## config.mk

```make
export PLATFORM = sky130hd
export DESIGN_NAME = fnd_scan_controller
export DESIGN_NICKNAME = d
export VERILOG_FILES = /design/src/rtl/fnd_scan_controller.sv
export SDC_FILE = /design/constraint.sdc
export NUM_CORES = 1
export LEC_CHECK = 0
export CAP_MARGIN = 40
export CORE_MARGIN = 1.5
export CORE_UTILIZATION = 28
export CTS_CLUSTER_DIAMETER = 100
export CTS_CLUSTER_SIZE = 20
export DETAILED_ROUTE_END_ITERATION = 16
export GPL_ROUTABILITY_DRIVEN = 0
export GPL_TIMING_DRIVEN = 0
export MAX_ROUTING_LAYER = met4
export PLACE_DENSITY_LB_ADDON = 0.3
export REMOVE_ABC_BUFFERS = 1
export SYNTH_ARGS = -nofsm -noshare
export SYNTH_HDL_FRONTEND = slang
export SYNTH_SLANG_ARGS = --single-unit
```

## constraint.sdc

```tcl
create_clock -name i_clk -period 3.9 [get_ports i_clk]
set_input_delay 0.78 -clock i_clk [delete_from_list [all_inputs] [get_ports i_clk]]
set_output_delay 0.78 -clock i_clk [all_outputs]
set_load 0.02 [all_outputs]
```

## src/rtl/fnd_scan_controller.sv

```systemverilog
// Time-multiplexed scan controller for a 4-digit FND display.
// Each slot opens with a dead-time gap with all commons off. The frame value is latched once per frame.
module fnd_scan_controller #(
  parameter int CLK_DIV      = 100000,
  parameter int BLANK_CYCLES = 1000
) (
  input  logic        i_clk,
  input  logic        i_reset,
  input  logic        i_enable,
  input  logic [13:0] i_fndCounter,
  input  logic [3:0]  i_dotMask,
  output logic [1:0]  o_fndDigit,
  output logic [13:0] o_fndValue,
  output logic [3:0]  o_fndCom,
  output logic        o_fndDp,
  output logic        o_fndBlank,
  output logic        o_scanTick
);

  localparam int PW = $clog2(CLK_DIV);
  localparam logic [PW-1:0] PRESC_MAX = PW'(CLK_DIV - 1);
  localparam logic [PW-1:0] BCNT_MAX  = PW'(BLANK_CYCLES - 1);
  localparam logic [PW-1:0] CNT_ONE   = PW'(1);
  localparam logic [PW-1:0] CNT_ZERO  = '0;

  typedef enum logic [1:0] {
    ST_IDLE  = 2'd0,
    ST_BLANK = 2'd1,
    ST_SHOW  = 2'd2
  } state_e;

  state_e      state_q, state_d;
  logic [PW-1:0] presc_q, presc_d;
  logic [PW-1:0] bcnt_q, bcnt_d;
  logic [1:0]  digit_q, digit_d;
  logic [13:0] value_q, value_d;
  logic        dot_q, dot_d;
  logic        blank_q, blank_d;
  logic        dp_q, dp_d;
  logic [3:0]  com_q, com_d;
  logic        tick_q, tick_d;
  logic        enter_blank_s;
  logic [13:0] sat_value_s;

  function automatic logic lead_zero(input logic [13:0] v, input logic [1:0] k);
    logic r;
    case (k)
      2'd1:    r = (v < 14'd10);
      2'd2:    r = (v < 14'd100);
      2'd3:    r = (v < 14'd1000);
      default: r = 1'b0;
    endcase
    return r;
  endfunction

  assign sat_value_s = (i_fndCounter > 14'd9999) ? 14'd9999 : i_fndCounter;

  always_comb begin
    state_d       = state_q;
    presc_d       = presc_q;
    bcnt_d        = bcnt_q;
    digit_d       = digit_q;
    value_d       = value_q;
    dot_d         = dot_q;
    blank_d       = blank_q;
    tick_d        = 1'b0;
    enter_blank_s = 1'b0;

    if (!i_enable) begin
      state_d = ST_IDLE;
      presc_d = CNT_ZERO;
      bcnt_d  = CNT_ZERO;
      digit_d = 2'd0;
      dot_d   = 1'b0;
      blank_d = 1'b0;
    end else begin
      case (state_q)
        ST_IDLE: begin
          state_d       = ST_BLANK;
          presc_d       = CNT_ZERO;
          bcnt_d        = CNT_ZERO;
          digit_d       = 2'd0;
          value_d       = sat_value_s;
          enter_blank_s = 1'b1;
        end
        ST_BLANK: begin
          presc_d = presc_q + CNT_ONE;
          if (bcnt_q == BCNT_MAX) begin
            state_d = ST_SHOW;
          end else begin
            bcnt_d = bcnt_q + CNT_ONE;
          end
        end
        ST_SHOW: begin
          if (presc_q == PRESC_MAX) begin
            state_d       = ST_BLANK;
            presc_d       = CNT_ZERO;
            bcnt_d        = CNT_ZERO;
            digit_d       = digit_q + 2'd1;
            tick_d        = 1'b1;
            enter_blank_s = 1'b1;
            if (digit_q == 2'd3) begin
              value_d = sat_value_s;
            end else begin
              value_d = value_q;
            end
          end else begin
            presc_d = presc_q + CNT_ONE;
          end
        end
        default: begin
          state_d = ST_IDLE;
          presc_d = CNT_ZERO;
          bcnt_d  = CNT_ZERO;
          digit_d = 2'd0;
        end
      endcase
    end

    // Dot and blank flags follow the digit, using the value that frame will show
    if (enter_blank_s) begin
      dot_d   = i_dotMask[digit_d];
      blank_d = lead_zero(value_d, digit_d);
    end else begin
      dot_d   = dot_d;
      blank_d = blank_d;
    end

    if ((state_d == ST_SHOW) && !blank_d) begin
      com_d = ~(4'b0001 << digit_d);
    end else begin
      com_d = 4'b1111;
    end
    dp_d = (state_d == ST_SHOW) && dot_d;
  end

  always_ff @(posedge i_clk) begin
    if (i_reset) begin
      state_q <= ST_IDLE;
      presc_q <= CNT_ZERO;
      bcnt_q  <= CNT_ZERO;
      digit_q <= 2'd0;
      value_q <= 14'd0;
      dot_q   <= 1'b0;
      blank_q <= 1'b0;
      dp_q    <= 1'b0;
      com_q   <= 4'b1111;
      tick_q  <= 1'b0;
    end else begin
      state_q <= state_d;
      presc_q <= presc_d;
      bcnt_q  <= bcnt_d;
      digit_q <= digit_d;
      value_q <= value_d;
      dot_q   <= dot_d;
      blank_q <= blank_d;
      dp_q    <= dp_d;
      com_q   <= com_d;
      tick_q  <= tick_d;
    end
  end

  assign o_fndDigit = digit_q;
  assign o_fndValue = value_q;
  assign o_fndCom   = com_q;
  assign o_fndDp    = dp_q;
  assign o_fndBlank = blank_q;
  assign o_scanTick = tick_q;

endmodule
```

==> impl_summary.txt <==
----------------------------------------------------
[Status]
  Status ... completed

[Cells and area]
  Final Instance Area ... 3647 sq um
  Nets@finish ... 409
  Share of cells above drive strength 1 ... 6.753%
  Syn-to-layout area delta ... 26.57%
  Total inserted antenna cells ... 0

[Logic synthesis]
  Top cells by count, synth ... 60 x dfxtp_1, 57 x nor2_1, 34 x nand2_1
  Most common cell in the synthesized netlist ... dfxtp_1
  Cells after Synth ... 338
  Post-synth top area share ... 41.68%
  Post-synthesis async set-or-reset flop share ... 0%
  Netlist area before placement ... 2882 sq um
  Number of flip-flops and latches in the synthesized netlist ... 60
  Yosys warns ... 0
  Ranking of synthesized cells by area ... dfxtp_1 42%, nor2_1 7.4%, xor2_1 6.1%
  Main flop type after synthesis ... dfxtp_1
  Post-synth EDFFs ... 0
  Top cell type by total area after synthesis ... dfxtp_1
  Synth cell types ... 55
  Average footprint of a synthesized cell ... approximately 8.5 sq um
  Sequential fraction of the synthesis area ... between 40% and 50%

[Die]
  Floorplan core area ... 9864 sq um
  Count of pins on the block boundary ... 44
  Initial core utilization ... between 20% and 30%
  Die Ht ... between 100 and 150 um
  Chip Width ... 104.4 um
  Die Area ... 10910 sq um
  FP Rows ... 36

[Hold path]
  Hold worst-path end ... presc_q[0]
  Min-delay worst type ... flip-flop to flip-flop
  Cell depth of the worst min-delay path ... 1
  Hold path start ... presc_q[0]

[Clock network]
  Clock insertion delay at the later pin of the skew report ... 340 ps
  CTS tree ... built
  Post-cts sizing count ... 0
  Htree depth ... 3
  Number of post-CTS setup repair buffers ... 0
  Number of clock buffers inserted by TritonCTS ... 9
  Longest Clk Path Bufs ... 2
  CTS root buffer ... clkbuf_8
  # hold bufs at CTS ... 0
  Clk pin slew, worst setup/hold paths ... 70 ps
  Total number of clock tree sinks ... 60

[Timing]
  Upper clock frequency limit ... roughly 0.27 GHz
  Final min period ... 3651 ps
  Worst setup margin ... 248.9 ps
  Max Slew Vio Count ... 0
  Max-slew headroom at the worst pin ... 47.25%
  Total count of hold-check failures in the final report ... 0
  Post-route clock skew ... 10.83 ps
  Unrepaired setup endpoints after global routing ... no
  Final period util ... 93.62%
  Final setup violation count ... 0
  Worst-Margin Slew ... just under 800 ps

[Route]
  Final wirelength ... 6.752 mm
  Number of nets with antenna violations after routing ... 0
  DRT iter0 DRCs ... 172
  Number of vias per cell after detailed routing ... 4.807
  DRC errors left ... 0
  Drt pass-1 iters ... 4
  Vias ... 2490
  Wire length per cell after detailed routing ... between 10 and 15 um

[Placement]
  Setup slack at placement ... -36.34 ps
  Count of input and output buffers ... 43
  Area post-placement ... ~3400 sq um
  Total half-perimeter wirelength after legalization and detailed placement ... 4.778 mm

[Critical path]
  R2r worst-path depth ... 9
  Worst Setup End Kind ... flip-flop
  R2r endpoint ... o_fndBlank
  Reg2reg setup slack ... 620 ps
  CP Data Arrival Time ... 3900 ps
  Reg2Reg Launch Point ... state_q[0]
  Required time of the critical path ... 4150 ps
  Crit Path Class ... primary input to flip-flop
  Startpoint kind of the worst setup timing path ... primary input
  Critical path peak fanout ... 16
  Worst path slowest cell ... clkdlybuf4s50_1
  CP Cell Sequence ... clkdlybuf4s50_1 -> nand2_1 -> or2_2 -> o21a_1 -> o21ai_0 -> or4b_4 -> or3_1 -> a221o_1 -> a21oi_1
  CP peak stage delay ... between 700 and 800 ps

[Global routing]
  First-pass GRT wire length ... 11.65 mm
  Remaining global-route overflow ... 0
  Met2 track utilization from global routing ... 19.64%
  Met3 routing resource usage after global routing ... about 4.1%
  Most used routing layer in global routing ... met2
  Global routing usage on met1 ... around 17%
  Largest net degree at the start of global routing ... 22
  Number of global-route vias before repair ... between 2000 and 2500
  Number of antenna violations at the first check in global routing ... 0
  All-Layer GR Usage ... 13.55%

[Pwr]
  Sw power ... between 0.3 and 0.4 mW
  Power Dens Cells ... between 300 and 400 nW/um^2
  Worst IR Drop VDD ... 149.2 uV
  Int Power ... approximately 1.0 mW
  Reported leakage power ... 1.302 nW
  Switching share of power ... roughly a quarter
  Combinational share of power ... 9.2%
  Sequential share of power ... between 40% and 50%
  Clock network fraction of total power ... 43.6%

[Run]
  Maximum Capacitance Violations ... 0

----------------------------------------------------
[power by group through the flow]
stage	Sequential [mW]	Combinational, mW	Clock (mW)
2_1_floorplan	0.654	0.0544	0
3_3_place_gp	0.644	0.122	0
3_5_place_dp	0.644	0.122	0
4_1_cts	0.631	0.123	0.608
5_1_grt	0.632	0.134	0.638
6_report	0.631	0.124	0.584
[per-layer routing]
layer | part of all wire (%) | up-vias
li1 | - | 1274
met1 | 49 | 1158
met2 | 45 | 52
met3 | 5.2 | 6
met4 | 1.3 | 0
met5 | 0 | -
[worst max-delay path: cells and delay by family]
family,cells,cell delay [ps]
AO/OA/AOI/OAI,4,1000
buffers and inverters,1,780
AND/OR/NAND/NOR,4,1340
[cell usage in the layout, fill, tap and decap left out, types with 7 or more instances in the layout]
cell,netlist,routed
o21ai_0,11,11
a21oi_1,16,16
dfxtp_1,60,60
nor2_1,57,57
clkdlybuf4s50_1,0,43
ha_1,7,7
nand4_1,9,9
clkbuf_8,0,12
nand3_1,14,14
and3_1,11,11
xor2_1,20,20
nand2_1,34,34
xnor2_1,7,7
inv_1,8,8
[sequential cells by signal (all words and copies together), names as in the netlist, 2 cells and up]
register,cells
o_fndDigit,2
presc_q,17
o_fndCom,4
state_q,2
bcnt_q,17
o_fndValue,14
[area by class of cell]
| type | count | area (sq um) |
|---|---|---|
| repair buffers | 43 | 430.4 |
| clock inverters | 3 | 45.04 |
| well taps | 133 | 166.4 |
| fillers | 1039 | 6217 |
| multi-input cells | 259 | 1609 |
| flip-flops and latches | 60 | 1201 |
| inverters | 8 | 30.03 |
| clock buffers | 12 | 165.2 |
[metrics by stage]
step | total power, mW | hold slack [ps] | utilization [%] | cells | setup TNS, ps
after floorplan | 0.7080 | 429.8 | - | 327 | 0
after global placement | 0.7662 | 451.1 | 34.84 | 503 | 0
after detailed placement | 0.7668 | 449.7 | 34.84 | 503 | -36.34
after CTS | 1.362 | 466.1 | 36.97 | 518 | 0
after global routing | 1.404 | 496.5 | 36.97 | 518 | 0
final | 1.339 | 460.5 | 36.97 | 518 | 0
[worst max path at each step]
stage,start,slack (ps),cells after the start,to
4_1_cts,i_enable,340,9,o_fndBlank
3_3_place_gp,i_enable,20,9,o_fndBlank
3_5_place_dp,i_enable,-40,9,o_fndBlank
6_report,i_enable,250,9,o_fndBlank
5_1_grt,i_fndCounter[12],160,9,o_fndBlank
2_1_floorplan,i_fndCounter[12],780,8,o_fndBlank
[logic make-up (layout without fill, tap and decap cells)]
logic type               after synthesis  after routing  synth area share (%)
AO/OA/AOI/OAI                         57             57                 13.29
flip-flops                            60             60                 41.68
multiplexers                           4              4                 1.390
XOR/XNOR                              27             27                 8.207
AND/OR/NAND/NOR                      164            164                 29.92
adder cells (fa/ha/maj)                7              7                 3.039
buffers and inverters                 19             66                 2.475
No activity file was read; power rests on OpenSTA's default activity.
